<file path="config.mk">
export PLATFORM = sky130hd
export DESIGN_NAME = mul_issue_ctrl
export DESIGN_NICKNAME = d
export VERILOG_FILES = /design/src/rtl/mul_issue_ctrl.sv
export SDC_FILE = /design/constraint.sdc
export NUM_CORES = 1
export LEC_CHECK = 0
export ABC_AREA = 1
export BUFFER_PORTS_ARGS = -buffer_cell sky130_fd_sc_hd__buf_2
export CAP_MARGIN = 10
export CORE_MARGIN = 5
export CORE_UTILIZATION = 40
export DETAILED_ROUTE_END_ITERATION = 8
export GPL_ROUTABILITY_DRIVEN = 0
export PLACE_DENSITY = 0.71
export SLEW_MARGIN = 25
export SYNTH_ARGS = -nofsm -noshare
export SYNTH_HDL_FRONTEND = slang
export SYNTH_SLANG_ARGS = --single-unit
</file>
<file path="constraint.sdc">
create_clock -name clk -period 1.5 [get_ports clk]
set_clock_uncertainty 0.1 [all_clocks]
set_input_delay 0 -clock clk [delete_from_list [all_inputs] [get_ports clk]]
set_output_delay 0 -clock clk [all_outputs]
set_load 0.02 [all_outputs]
</file>
<file path="src/rtl/mul_issue_ctrl.sv">
// mul_issue_ctrl: registers operands for a multicycle Booth multiplier and captures its product after a settle window.
// Optional MUL_OVF_FLAG_EN adds a registered ovf flag (product does not fit in signed 32 bits).
module mul_issue_ctrl #(
   parameter int SETTLE_CYCLES = 4
) (
   input  logic        clk,
   input  logic        reset_n,
   input  logic        start,
   input  logic [31:0] op_a,
   input  logic [31:0] op_b,
   input  logic        ack,
   output logic [31:0] mult_out,
   output logic [31:0] multr_out,
   input  logic [31:0] prod_hi_in,
   input  logic [31:0] prod_lo_in,
   output logic        busy,
   output logic        done,
   output logic [31:0] zhigh,
   output logic [31:0] zlow
`ifdef MUL_OVF_FLAG_EN
   ,output logic       ovf
`endif
);
   typedef enum logic [1:0] {IDLE, SETTLE, DONE} state_t;
   state_t      state_q, state_d;
   logic [3:0]  cnt_q, cnt_d;
   logic [31:0] mult_q, mult_d, multr_q, multr_d, zhigh_q, zhigh_d, zlow_q, zlow_d;
   logic        busy_q, busy_d, done_q, done_d, load, capture;
`ifdef MUL_OVF_FLAG_EN
   logic        ovf_q, ovf_d;
`endif
   always_comb begin
      load    = start && (state_q == IDLE || (state_q == DONE && ack));
      capture = state_q == SETTLE && cnt_q == 4'd0;
      state_d = state_q;
      case (state_q)
         IDLE:    state_d = load ? SETTLE : IDLE;
         SETTLE:  state_d = capture ? DONE : SETTLE;
         DONE:    state_d = ack ? (load ? SETTLE : IDLE) : DONE;
         default: state_d = IDLE;
      endcase
      cnt_d   = load ? 4'(SETTLE_CYCLES - 1) : (state_q == SETTLE && !capture) ? cnt_q - 4'd1 : cnt_q;
      mult_d  = load ? op_a : mult_q;
      multr_d = load ? op_b : multr_q;
      zhigh_d = capture ? prod_hi_in : zhigh_q;
      zlow_d  = capture ? prod_lo_in : zlow_q;
      busy_d  = state_d != IDLE;
      done_d  = state_d == DONE;
   end
`ifdef MUL_OVF_FLAG_EN
   // Overflow when the high word is not a pure sign extension of the low word.
   always_comb ovf_d = capture ? (prod_hi_in != {32{prod_lo_in[31]}}) : ovf_q;
   always_ff @(posedge clk or negedge reset_n)
      if (!reset_n) ovf_q <= 1'b0;
      else ovf_q <= ovf_d;
   assign ovf = ovf_q;
`endif
   always_ff @(posedge clk or negedge reset_n) begin
      if (!reset_n) begin
         state_q <= IDLE;
         cnt_q   <= 4'd0;
         mult_q  <= 32'd0;
         multr_q <= 32'd0;
         zhigh_q <= 32'd0;
         zlow_q  <= 32'd0;
         busy_q  <= 1'b0;
         done_q  <= 1'b0;
      end else begin
         state_q <= state_d;
         cnt_q   <= cnt_d;
         mult_q  <= mult_d;
         multr_q <= multr_d;
         zhigh_q <= zhigh_d;
         zlow_q  <= zlow_d;
         busy_q  <= busy_d;
         done_q  <= done_d;
      end
   end
   assign mult_out  = mult_q;
   assign multr_out = multr_q;
   assign zhigh     = zhigh_q;
   assign zlow      = zlow_q;
   assign busy      = busy_q;
   assign done      = done_q;
endmodule
</file>
======== Word-level counts from Yosys, hierarchy flattened ========
Index checks and enable logic that the tools add are counted.
storage, ports and cells
  register bits after elaboration ......... 136
  latch bits .............................. 0
  memory bits (writable) .................. 0
  bits in read-only memories .............. 0
  bits of input ports ..................... 132
  output and inout bits ................... 130
  word-level logic and storage cells ...... 28
  memories ................................ 0
operators by class
  $add $sub $neg .......................... 1
  multipliers ............................. 0
  div/mod/pow operators ................... 0
  $lt $le $gt $ge ......................... 0
  equal/unequal tests ..................... 3
  shift-type cells ........................ 0
  multiplexer cells ....................... 6
  bitwise operators ....................... 0
  reductions and logical operators ........ 10
operators with widths
  cell                 number
  $mux 4               2
  $pmux 2 s3           1
  $eq 2x2->1 const B   2
  $logic_and 1x1->1    4
  $logic_not 4->1      1
  $mux 2               2
  $reduce_bool 2->1    2
  $sub 4x1->4 const B  1
  $eq 2x1->1 const B   1
  $logic_not 2->1      1
  $logic_not 1->1      1
  $logic_or 1x1->1     1
  $mux 1               1

======== Logic depth before layout (Yosys ltp) ========
Gate-level depths: netlist of the first run.
  word-level depth ........................ 8
  depth in mapped cells ................... 8
  depth with buffers taken out ............ 8

======== Least setup slack after synthesis of the first run ========
Ideal clock, no wire load.
  path kind ............................... register to register
  start ................................... reg cnt_q[0]
  end ..................................... reg zhigh_q[10] (netlist: zhigh[10])
  library setup time ...................... 0.130 ns
  arrival time ............................ 1.187 ns
  data required time ...................... 1.270 ns
  path slack .............................. 0.083 ns
  stages on the path, launching flop included .. 8
  buffers on the path ..................... 2
  clock period less this slack ............ 1.417 ns
  cells stage by stage .................... dfrtp_1 inv_1 ha_1 nand3_2 buf_6 buf_6 nand2_1 o21ai_1
on the way
  cells in the longest elaborated chain, start to end .. 2
ends and longest elaborated chain
  what                      RTL line  text
  start: declaration        26        logic [3:0] cnt_q, cnt_d;
  start signal: assignment  70        cnt_q <= cnt_d;
  $logic_not 4->1           34        capture = state_q == SETTLE && cnt_q == 4'd0;
  $logic_and 1x1->1         34
  end signal: assignment    73        zhigh_q <= zhigh_d;
  end: declaration          27        logic [31:0] mult_q, mult_d, multr_q, multr_d, zhigh_q, zhigh_d, zlow_q, zlow_d;
Every way passes these cells.
A chain may end at the register's enable or synchronous reset.

======== Final worst setup path of the first run ========
  start ................................... reg cnt_q[0]
  end ..................................... reg zlow_q[29] (netlist: zlow[29])
on the way
  cells in the longest elaborated chain, start to end .. 2
ends and longest elaborated chain
  what                    RTL line  text
  $logic_not 4->1         34
  $logic_and 1x1->1       34
  end signal: assignment  74        zlow_q <= zlow_d;
  end: declaration        27
Every way passes these cells.

==> results of run 1 <==
[per-layer routing]
metal  global-route usage, %  up-vias  routed length (um)
met4                   8.202        0                 423
met1                   25.89     2509                6805
met2                   35.06      303                8475
met3                   8.472       29                2152
met5                       0        -                   0
li1                        -     2583                   -
[power groups by stage]
stage | clock network [mW] | registers, mW | logic (mW)
CTS | 4.30 | 6.44 | 7.95
global placement | 0 | 6.44 | 7.52
detailed placement | 0 | 6.44 | 7.70
finish | 4.22 | 6.52 | 8.35
floorplan | 0 | 8.52 | 2.77
global route | 4.46 | 6.72 | 9.06
[Yosys cell counts]
library cell  instances
nand2_1             145
dfrtp_1             136
inv_1               136
o21ai_0              65
o21ai_1              34
o21ai_2              30
buf_6                10
buf_2                 9
clkbuf_1              8
nand3_1               5
nand3_2               2
a21oi_1               1
buf_4                 1
ha_1                  1
nand4_1               1
nor2_1                1
nor2_4                1
xor2_1                1
[repair_timing]
action	in CTS	in global routing
buffers inserted	0	2
hold endpoints to repair	272	0
hold buffers	131	0
setup endpoints to repair	0	6
resized for setup	0	4
[worst max-delay path: stages, from the launching register on]
cell	delay (ns)
dfrtp_1	0.37
inv_1	0.08
ha_2	0.21
nand3_4	0.08
buf_12	0.15
buf_12	0.14
nand2_1	0.08
o21ai_0	0.10
[sequential cells by signal, summed over array words and instances, names as in the netlist]
register,flops
cnt_q,4
zlow,32
state_q,2
multr_out,32
done,1
mult_out,32
zhigh,32
busy,1
[cell families (layout without fill, tap and decap cells)]
kind of cell,count (synthesis),in the layout,share of synthesized area (%)
flops,136,136,61.83
fa+ha+maj,1,1,0.2273
xor+xnor,1,1,0.1592
simple gates,155,155,11.09
buf+inv,164,578,12.82
compound gates,130,130,13.87
[worst paths after layout]
| check | to | depth (start not counted) | slack [ns] |
|---|---|---|---|
| worst max-delay path | zlow[29] | 7 | 0.05 |
| worst min-delay path | zhigh[18] | 2 | 0.04 |
| worst max register to register | zlow[29] | 7 | 0.05 |
| worst min register to register | zlow[23] | 2 | 0.38 |
| max in group asynchronous | zhigh[27] | 3 | 0.68 |
| min in group clk | zhigh[9] | 4 | 0.26 |
[metrics by stage]
stage / instances / utilization, %
floorplan: 587 / -
global placement: 1009 / 52.85
global route: 1177 / 68.15
finish: 1177 / 68.15
CTS: 1171 / 67.17
detailed placement: 1009 / 52.85
[cell type report]
cell class	instances	area, um2	share of cell area (%)
clock buffer	17	425.4	4.677
sequential	136	3403	37.41
multi-input combinational	287	1413	15.53
timing repair buffer	411	2949	32.42
clock inverter	14	175.2	1.926
tap	176	220.2	2.421
inverter	136	510.5	5.612
==> impl_metrics.py, run 1 <==
metrics = {
    "grt": {
        "grt_max_degree": 81,
        "grt_pass1_wl_um": 27850,
        "grt_pass1_vias": 5476,
        "grt_overflow": 0,
        "grt_usage_pct": 21.56,
        "antenna_found_initial": 0,
    },
    "clock_tree": {
        "cts_tree": "yes",
        "cts_buffer_depth": 2,
        "worstSkewPairLatency_ns": 0.41,
        "cts-buffers-inserted": 17,
        "numClockSinks": 136,
        "htree_levels": 4,
        "clockRootBuffer": "clkbuf_16",
        "clk_pin_slew_worst_paths_ns": 0.06,
    },
    "logic_synthesis": {
        "avgSynthCellArea_um2": 9.377,
        "postSynthCellCount": 587,
        "synth_top_area_share_pct": 61.83,
        "ys_seq_area_share_pct": 61.83,
        "synth.distinct_cells": 18,
        "yosysTopAreaCell": "dfrtp_1",
        "syn-num-nets": 720,
        "synth_seq_cells": 136,
        "synth.top_cells.by_area": "dfrtp_1, nand2_1, inv_1",
        "synth_area_um2": 5504,
        "ys.warnings.count": 0,
    },
    "routing": {
        "avgRoutedWirePerCell_um": 15.17,
        "finalWirelength_um": 17860,
        "num_vias": 5424,
        "drt_iter0_drc": 262,
        "routed_via_density": 4.608,
        "drc": 0,
        "drtAntennaViolNets": 0,
        "firstDrtPassIters": 6,
    },
    "finish": {
        "drive_gt1_share_pct": 34.67,
        "final_cell_mix": "buf_2, nand2_1, dfrtp_1",
        "mostFrequentLayoutCell": "buf_2",
        "syn_to_final_growth_pct": 65.26,
        "n_fill_cell": 935,
        "nNetsFinal": 1122,
        "insertedDiodeCount": 0,
        "final_area_um2": 9096,
    },
    "floorplan": {
        "io_pins": 262,
        "num_rows": 42,
        "coreArea_um2": 13350,
        "fp.dieH_um": 127.3,
        "initial_core_util_pct": 41.24,
        "die_x_um": 127.3,
        "fp.dieArea_um2": 16210,
    },
    "pwr": {
        "p_seq_share_pct": 34.2,
        "p_switching_mw": 7.943,
        "p_leak_nw": 5.140,
        "p_per_area_nw_per_um2": 2099,
        "power.internal_mw": 11.15,
        "fin_total_pwr_mw": 19.10,
        "p_comb_share_pct": 43.7,
        "p_clk_share_pct": 22.1,
        "p_sw_share_pct": 41.59,
        "ir_drop_v": 0.001067,
    },
    "placed_design": {
        "preCtsSetupSlack_ns": 0.07031,
        "portBuffers": 261,
        "placed_area_um2": 7054,
        "dp_hpwl_um": 10570,
    },
    "sta": {
        "slew_headroom_pct": 67.72,
        "setup_ws_ns": 0.05408,
        "tightestPinTransition_ns": 0.4842,
        "timing.final.max_slew_violations": 0,
        "min_period_ns": 1.446,
        "clock.fmax_mhz": 691.6,
        "fin_setup_tns_ns": 0,
        "setup_viol": 0,
        "rsz0062_at_grt": "false",
        "hold_ws_ns": 0.03632,
        "finalHoldViolCount": 0,
        "finalCritPeriodShare_pct": 96.39,
    },
    "flow_run": {
        "max-cap-violations": 0,
    },
    "critical_path": {
        "critPathMaxFanout": 12,
        "critPathLaunch": "cnt_q[0]",
        "worstSetupEndpointType": "flip-flop",
        "critical_path_class": "flip-flop to flip-flop",
        "reg2reg_from": "cnt_q[0]",
        "arrival_ns": 1.63,
        "cp.required_ns": 1.68,
        "start_kind": "flip-flop",
    },
    "status": {
        "status": "complete, no violations",
    },
    "min_path": {
        "hold_path_class": "input port to async pin",
    },
}
Power figures use the tool's default switching activity.
==> inputs of run 2 (changes only) <==
--- a/config.mk
+++ b/config.mk
@@ -9,10 +9,11 @@
 export BUFFER_PORTS_ARGS = -buffer_cell sky130_fd_sc_hd__buf_2
 export CAP_MARGIN = 10
 export CORE_MARGIN = 5
-export CORE_UTILIZATION = 40
+export CORE_UTILIZATION = 46
 export DETAILED_ROUTE_END_ITERATION = 8
 export GPL_ROUTABILITY_DRIVEN = 0
-export PLACE_DENSITY = 0.71
+export PLACE_DENSITY = 0.79
+export RECOVER_POWER = 50
 export SLEW_MARGIN = 25
 export SYNTH_ARGS = -nofsm -noshare
 export SYNTH_HDL_FRONTEND = slang
==> impl_metrics.py, run 2 (synthesized netlist as in run 1, its figures left out) <==
metrics = {
    "status": {
        "status": "complete, no violations",
    },
    "routing": {
        "finalWirelength_um": 19090,
        "firstDrtPassIters": 7,
        "avgRoutedWirePerCell_um": 16.57,
        "drtAntennaViolNets": 0,
        "drc": 0,
        "routed_via_density": 4.797,
        "num_vias": 5526,
        "drt_iter0_drc": 417,
    },
    "min_path": {
        "min_path_cells": 4,
        "min_to": "zhigh[15]",
        "hold_path_class": "input port to flip-flop",
        "worstHoldStart": "prod_hi_in[15]",
    },
    "critical_path": {
        "arrival_ns": 1.59,
        "r2r-end": "zhigh[7]",
        "r2r_slack_ns": 0.11,
        "start_kind": "flip-flop",
        "worstSetupEndpointType": "flip-flop",
        "reg2reg_depth": 6,
        "critical_path_class": "flip-flop to flip-flop",
        "reg2reg_from": "cnt_q[0]",
        "cp.required_ns": 1.70,
        "critPathMaxFanout": 31,
    },
    "pwr": {
        "p_seq_share_pct": 36.2,
        "p_comb_share_pct": 43.0,
        "p_sw_share_pct": 44.58,
        "p_leak_nw": 4.659,
        "p_clk_share_pct": 20.8,
        "ir_drop_v": 0.001153,
        "p_switching_mw": 8.175,
        "p_per_area_nw_per_um2": 2091,
        "fin_total_pwr_mw": 18.34,
        "power.internal_mw": 10.16,
    },
    "grt": {
        "grt_pass1_wl_um": 30430,
        "grt_usage_pct": 27.16,
        "antenna_found_initial": 1,
        "grt_max_degree": 63,
        "grt_overflow": 0,
        "grt_pass1_vias": 5907,
    },
    "clock_tree": {
        "clk_pin_slew_worst_paths_ns": 0.06,
        "post_cts_buffers": 0,
        "cts_tree": "yes",
        "worstSkewPairLatency_ns": 0.41,
        "htree_levels": 4,
        "numClockSinks": 136,
        "clockRootBuffer": "clkbuf_16",
        "cts_buffer_depth": 2,
        "cts-buffers-inserted": 17,
    },
    "floorplan": {
        "fp.dieArea_um2": 14250,
        "coreArea_um2": 11860,
        "num_rows": 40,
        "die_x_um": 119.4,
        "initial_core_util_pct": 46.40,
        "io_pins": 262,
        "fp.dieH_um": 119.4,
    },
    "finish": {
        "multi_input_area_um2": 1426,
        "nNetsFinal": 1123,
        "n_fill_cell": 810,
        "syn_to_final_growth_pct": 59.29,
        "post-route-util_pct": 73.91,
        "fin_cells": 1152,
        "mostFrequentLayoutCell": "nand2_1",
        "regArea_um2": 3403,
        "drive_gt1_share_pct": 22.03,
        "final_cell_mix": "nand2_1, dfrtp_1, inv_1, dlygate4sd3_1",
        "final_area_um2": 8767,
    },
    "sta": {
        "timing.final.max_slew_violations": 0,
        "setup_viol": 0,
        "fin_setup_tns_ns": 0,
        "finalCritPeriodShare_pct": 92.91,
        "setup_ws_ns": 0.1063,
        "hold_ws_ns": 0.2684,
        "rsz0062_at_grt": "false",
        "slew_headroom_pct": 73.54,
        "min_period_ns": 1.394,
        "tightestPinTransition_ns": 0.3969,
        "finalHoldViolCount": 0,
        "clock.fmax_mhz": 717.5,
    },
    "placed_design": {
        "dp_cells": 986,
        "portBuffers": 261,
        "dp_hpwl_um": 10440,
        "placed_area_um2": 7063,
        "preCtsSetupSlack_ns": 0.03770,
    },
    "flow_run": {
        "max-cap-violations": 0,
    },
}
[run 2: worst max path at each step]
stage                  start   endpoint  slack [ns]  cells past startpoint
CTS                 cnt_q[0]   zhigh[7]       0.001                      6
detailed placement  cnt_q[0]   zlow[18]        0.04                      6
finish              cnt_q[0]   zhigh[7]        0.11                      6
global placement    cnt_q[0]   zlow[14]        0.11                      6
floorplan           cnt_q[0]  zhigh[10]        0.08                      7
global route        cnt_q[3]   zhigh[7]       0.004                      5
[run 2: repair_timing]
action,CTS,global route
endpoints found under the setup margin,0,69
hold buffers,132,0
resized for setup,0,8
hold endpoints to repair,269,0
[run 2: power by group through the flow]
stage          registers (mW)  logic (mW)  clock network, mW
2_1_floorplan            8.52        2.77                  0
3_3_place_gp             6.42        7.53                  0
3_5_place_dp             6.45        7.78                  0
4_1_cts                  6.46        8.07               3.86
5_1_grt                  6.83        8.60               4.03
6_report                 6.64        7.89               3.81
[run 2: layout make-up]
type	count	share of cell area, %
tap	147	2.098
sequential	136	38.82
multi-input combinational	287	16.27
antenna	2	0.05709
timing repair buffer	412	30.73
inverter	136	5.823
clock inverter	12	0.8848
clock buffer	20	5.323
[run 2: layer usage]
layer,wire length [um],track usage [%]
met5,0,0
met4,573,12.10
met3,1671,9.402
met2,9612,46.20
met1,7231,30.91
[run 2: worst max-delay path: stages (launching register included)]
cell and delay (ns):
dfrtp_1 0.39, inv_2 0.09, ha_4 0.15, nand3_4 0.15, buf_12 0.22, nand2_1 0.10
o21ai_2 0.06
==> inputs of run 3 (changes only) <==
--- a/config.mk
+++ b/config.mk
@@ -13,7 +13,7 @@
 export DETAILED_ROUTE_END_ITERATION = 8
 export GPL_ROUTABILITY_DRIVEN = 0
 export PLACE_DENSITY = 0.79
-export RECOVER_POWER = 50
+export RECOVER_POWER = 100
 export SLEW_MARGIN = 25
 export SYNTH_ARGS = -nofsm -noshare
 export SYNTH_HDL_FRONTEND = slang
==> impl_metrics.py, run 3 (synthesized netlist as in run 1, its figures left out) <==
metrics = {
    "grt": {
        "grt_pass1_vias": 5907,
        "grt_pass1_wl_um": 30430,
        "grt_overflow": 0,
        "grt_usage_pct": 27.16,
        "antenna_found_initial": 1,
        "grt_max_degree": 63,
    },
    "finish": {
        "n_fill_cell": 839,
        "syn_to_final_growth_pct": 57.58,
        "final_cell_mix": "nand2_1, dfrtp_1, inv_1, dlygate4sd3_1",
        "final_area_um2": 8673,
        "post-route-util_pct": 73.12,
        "fin_cells": 1151,
        "nNetsFinal": 1123,
        "drive_gt1_share_pct": 20.54,
        "mostFrequentLayoutCell": "nand2_1",
    },
    "routing": {
        "finalWirelength_um": 19090,
        "avgRoutedWirePerCell_um": 16.59,
        "routed_via_density": 4.832,
        "drc": 0,
        "drtAntennaViolNets": 0,
        "firstDrtPassIters": 9,
        "num_vias": 5562,
        "drt_iter0_drc": 439,
    },
    "critical_path": {
        "start_kind": "flip-flop",
        "cp.required_ns": 1.71,
        "cpMaxStageDelayCell": "dfrtp_1",
        "crit_chain": "nand2_1 > nand3_4 > buf_6 > nand2_1 > o21ai_0",
        "crit_top_cell": "nand2_1",
        "critical_path_class": "flip-flop to flip-flop",
        "cp.buffers_inverters": 1,
        "slowest_delay_ns": 0.38,
        "path_delay_family": "flip-flops",
        "critPathMaxFanout": 62,
        "worstSetupEndpointType": "flip-flop",
        "arrival_ns": 1.62,
    },
    "placed_design": {
        "dp_hpwl_um": 10440,
        "placed_area_um2": 7063,
        "preCtsSetupSlack_ns": 0.03770,
        "portBuffers": 261,
        "dp_cells": 986,
    },
    "pwr": {
        "p_switching_mw": 8.073,
        "p_leak_nw": 4.624,
        "p_per_area_nw_per_um2": 2087,
        "p_sw_share_pct": 44.60,
        "p_seq_share_pct": 36.7,
        "power.internal_mw": 10.03,
        "p_clk_share_pct": 21.0,
        "ir_drop_v": 0.001153,
        "p_comb_share_pct": 42.3,
    },
    "floorplan": {
        "fp.dieH_um": 119.4,
        "io_pins": 262,
        "initial_core_util_pct": 46.40,
        "num_rows": 40,
        "fp.dieArea_um2": 14250,
        "coreArea_um2": 11860,
        "die_x_um": 119.4,
    },
    "sta": {
        "min_period_ns": 1.411,
        "timing.final.max_slew_violations": 0,
        "finalCritPeriodShare_pct": 94.09,
        "slew_headroom_pct": 74.06,
        "rsz0062_at_grt": "false",
        "finalHoldViolCount": 0,
        "tightestPinTransition_ns": 0.3891,
        "fin_setup_tns_ns": 0,
        "setup_ws_ns": 0.08868,
        "clock.fmax_mhz": 708.6,
        "setup_viol": 0,
    },
    "status": {
        "status": "complete, no violations",
    },
    "clock_tree": {
        "clk_pin_slew_worst_paths_ns": 0.06,
        "numClockSinks": 136,
        "cts_buffer_depth": 2,
        "worstSkewPairLatency_ns": 0.41,
        "clockRootBuffer": "clkbuf_16",
        "post_cts_buffers": 0,
        "htree_levels": 4,
        "cts_tree": "yes",
        "cts-buffers-inserted": 17,
    },
    "flow_run": {
        "max-cap-violations": 0,
    },
    "min_path": {
        "hold_path_class": "input port to flip-flop",
    },
}
-- run 3: through the flow --
step                      power, mW  hold slack (ns)
after floorplan               11.29          -0.3956
after global placement        13.95          -0.1531
after detailed placement      14.24          -0.1524
after CTS                     18.40           0.2511
after global routing          19.24           0.2723
final                         18.10           0.2763
-- run 3: final timing paths --
path / start / to / slack [ns] / cells past startpoint
setup / recovery: state_q[1] / mult_out[27] / 0.09 / 5
hold / removal: prod_hi_in[12] / zhigh[12] / 0.28 / 4
setup reg to reg: state_q[1] / mult_out[27] / 0.09 / 5
hold reg to reg: zhigh[26] / zhigh[26] / 0.38 / 2
max in group asynchronous: reset_n / zlow[27] / 0.15 / 4
min in group asynchronous: reset_n / zhigh[8] / 0.50 / 3
-- run 3: timing repair --
item / CTS / global route
endpoints found under the hold margin: 269 / 0
endpoints found under the setup margin: 0 / 69
hold buffers: 132 / 0
gates resized for setup: 0 / 8
-- run 3: routing by layer --
layer	global-route usage (%)	part of all wire (%)	vias to the layer above	wire [um]
met2	46.20	50	329	9555
li1	-	-	2577	-
met4	12.10	3.1	0	591
met3	9.402	9.0	52	1714
met1	30.91	38	2604	7232
met5	0	0	-	0
-- run 3: cell type report --
| cell class | count | area (um2) | area share [%] |
|---|---|---|---|
| Clock buffer | 20 | 466.7 | 5.381 |
| Sequential cell | 136 | 3403 | 39.24 |
| Inverter | 136 | 510.5 | 5.886 |
| Clock inverter | 12 | 77.57 | 0.8944 |
| Tap cell | 147 | 183.9 | 2.121 |
| Multi-Input combinational cell | 287 | 1370 | 15.80 |
| Antenna cell | 1 | 2.502 | 0.02885 |
| Timing Repair Buffer | 412 | 2659 | 30.65 |
-- run 3: worst min-delay path, delay by kind of cell --
kind / cells / cell delay (ns)
AOI/OAI and AO/OA: 1 / 0.06
buffers and inverters: 3 / 0.69
-- run 3: power by group through the flow --
stage | combinational [mW] | sequential (mW) | clock, mW
6_report | 7.66 | 6.64 | 3.80
5_1_grt | 8.37 | 6.83 | 4.03
4_1_cts | 8.07 | 6.46 | 3.86
3_5_place_dp | 7.78 | 6.45 | 0
3_3_place_gp | 7.53 | 6.42 | 0
2_1_floorplan | 2.77 | 8.52 | 0
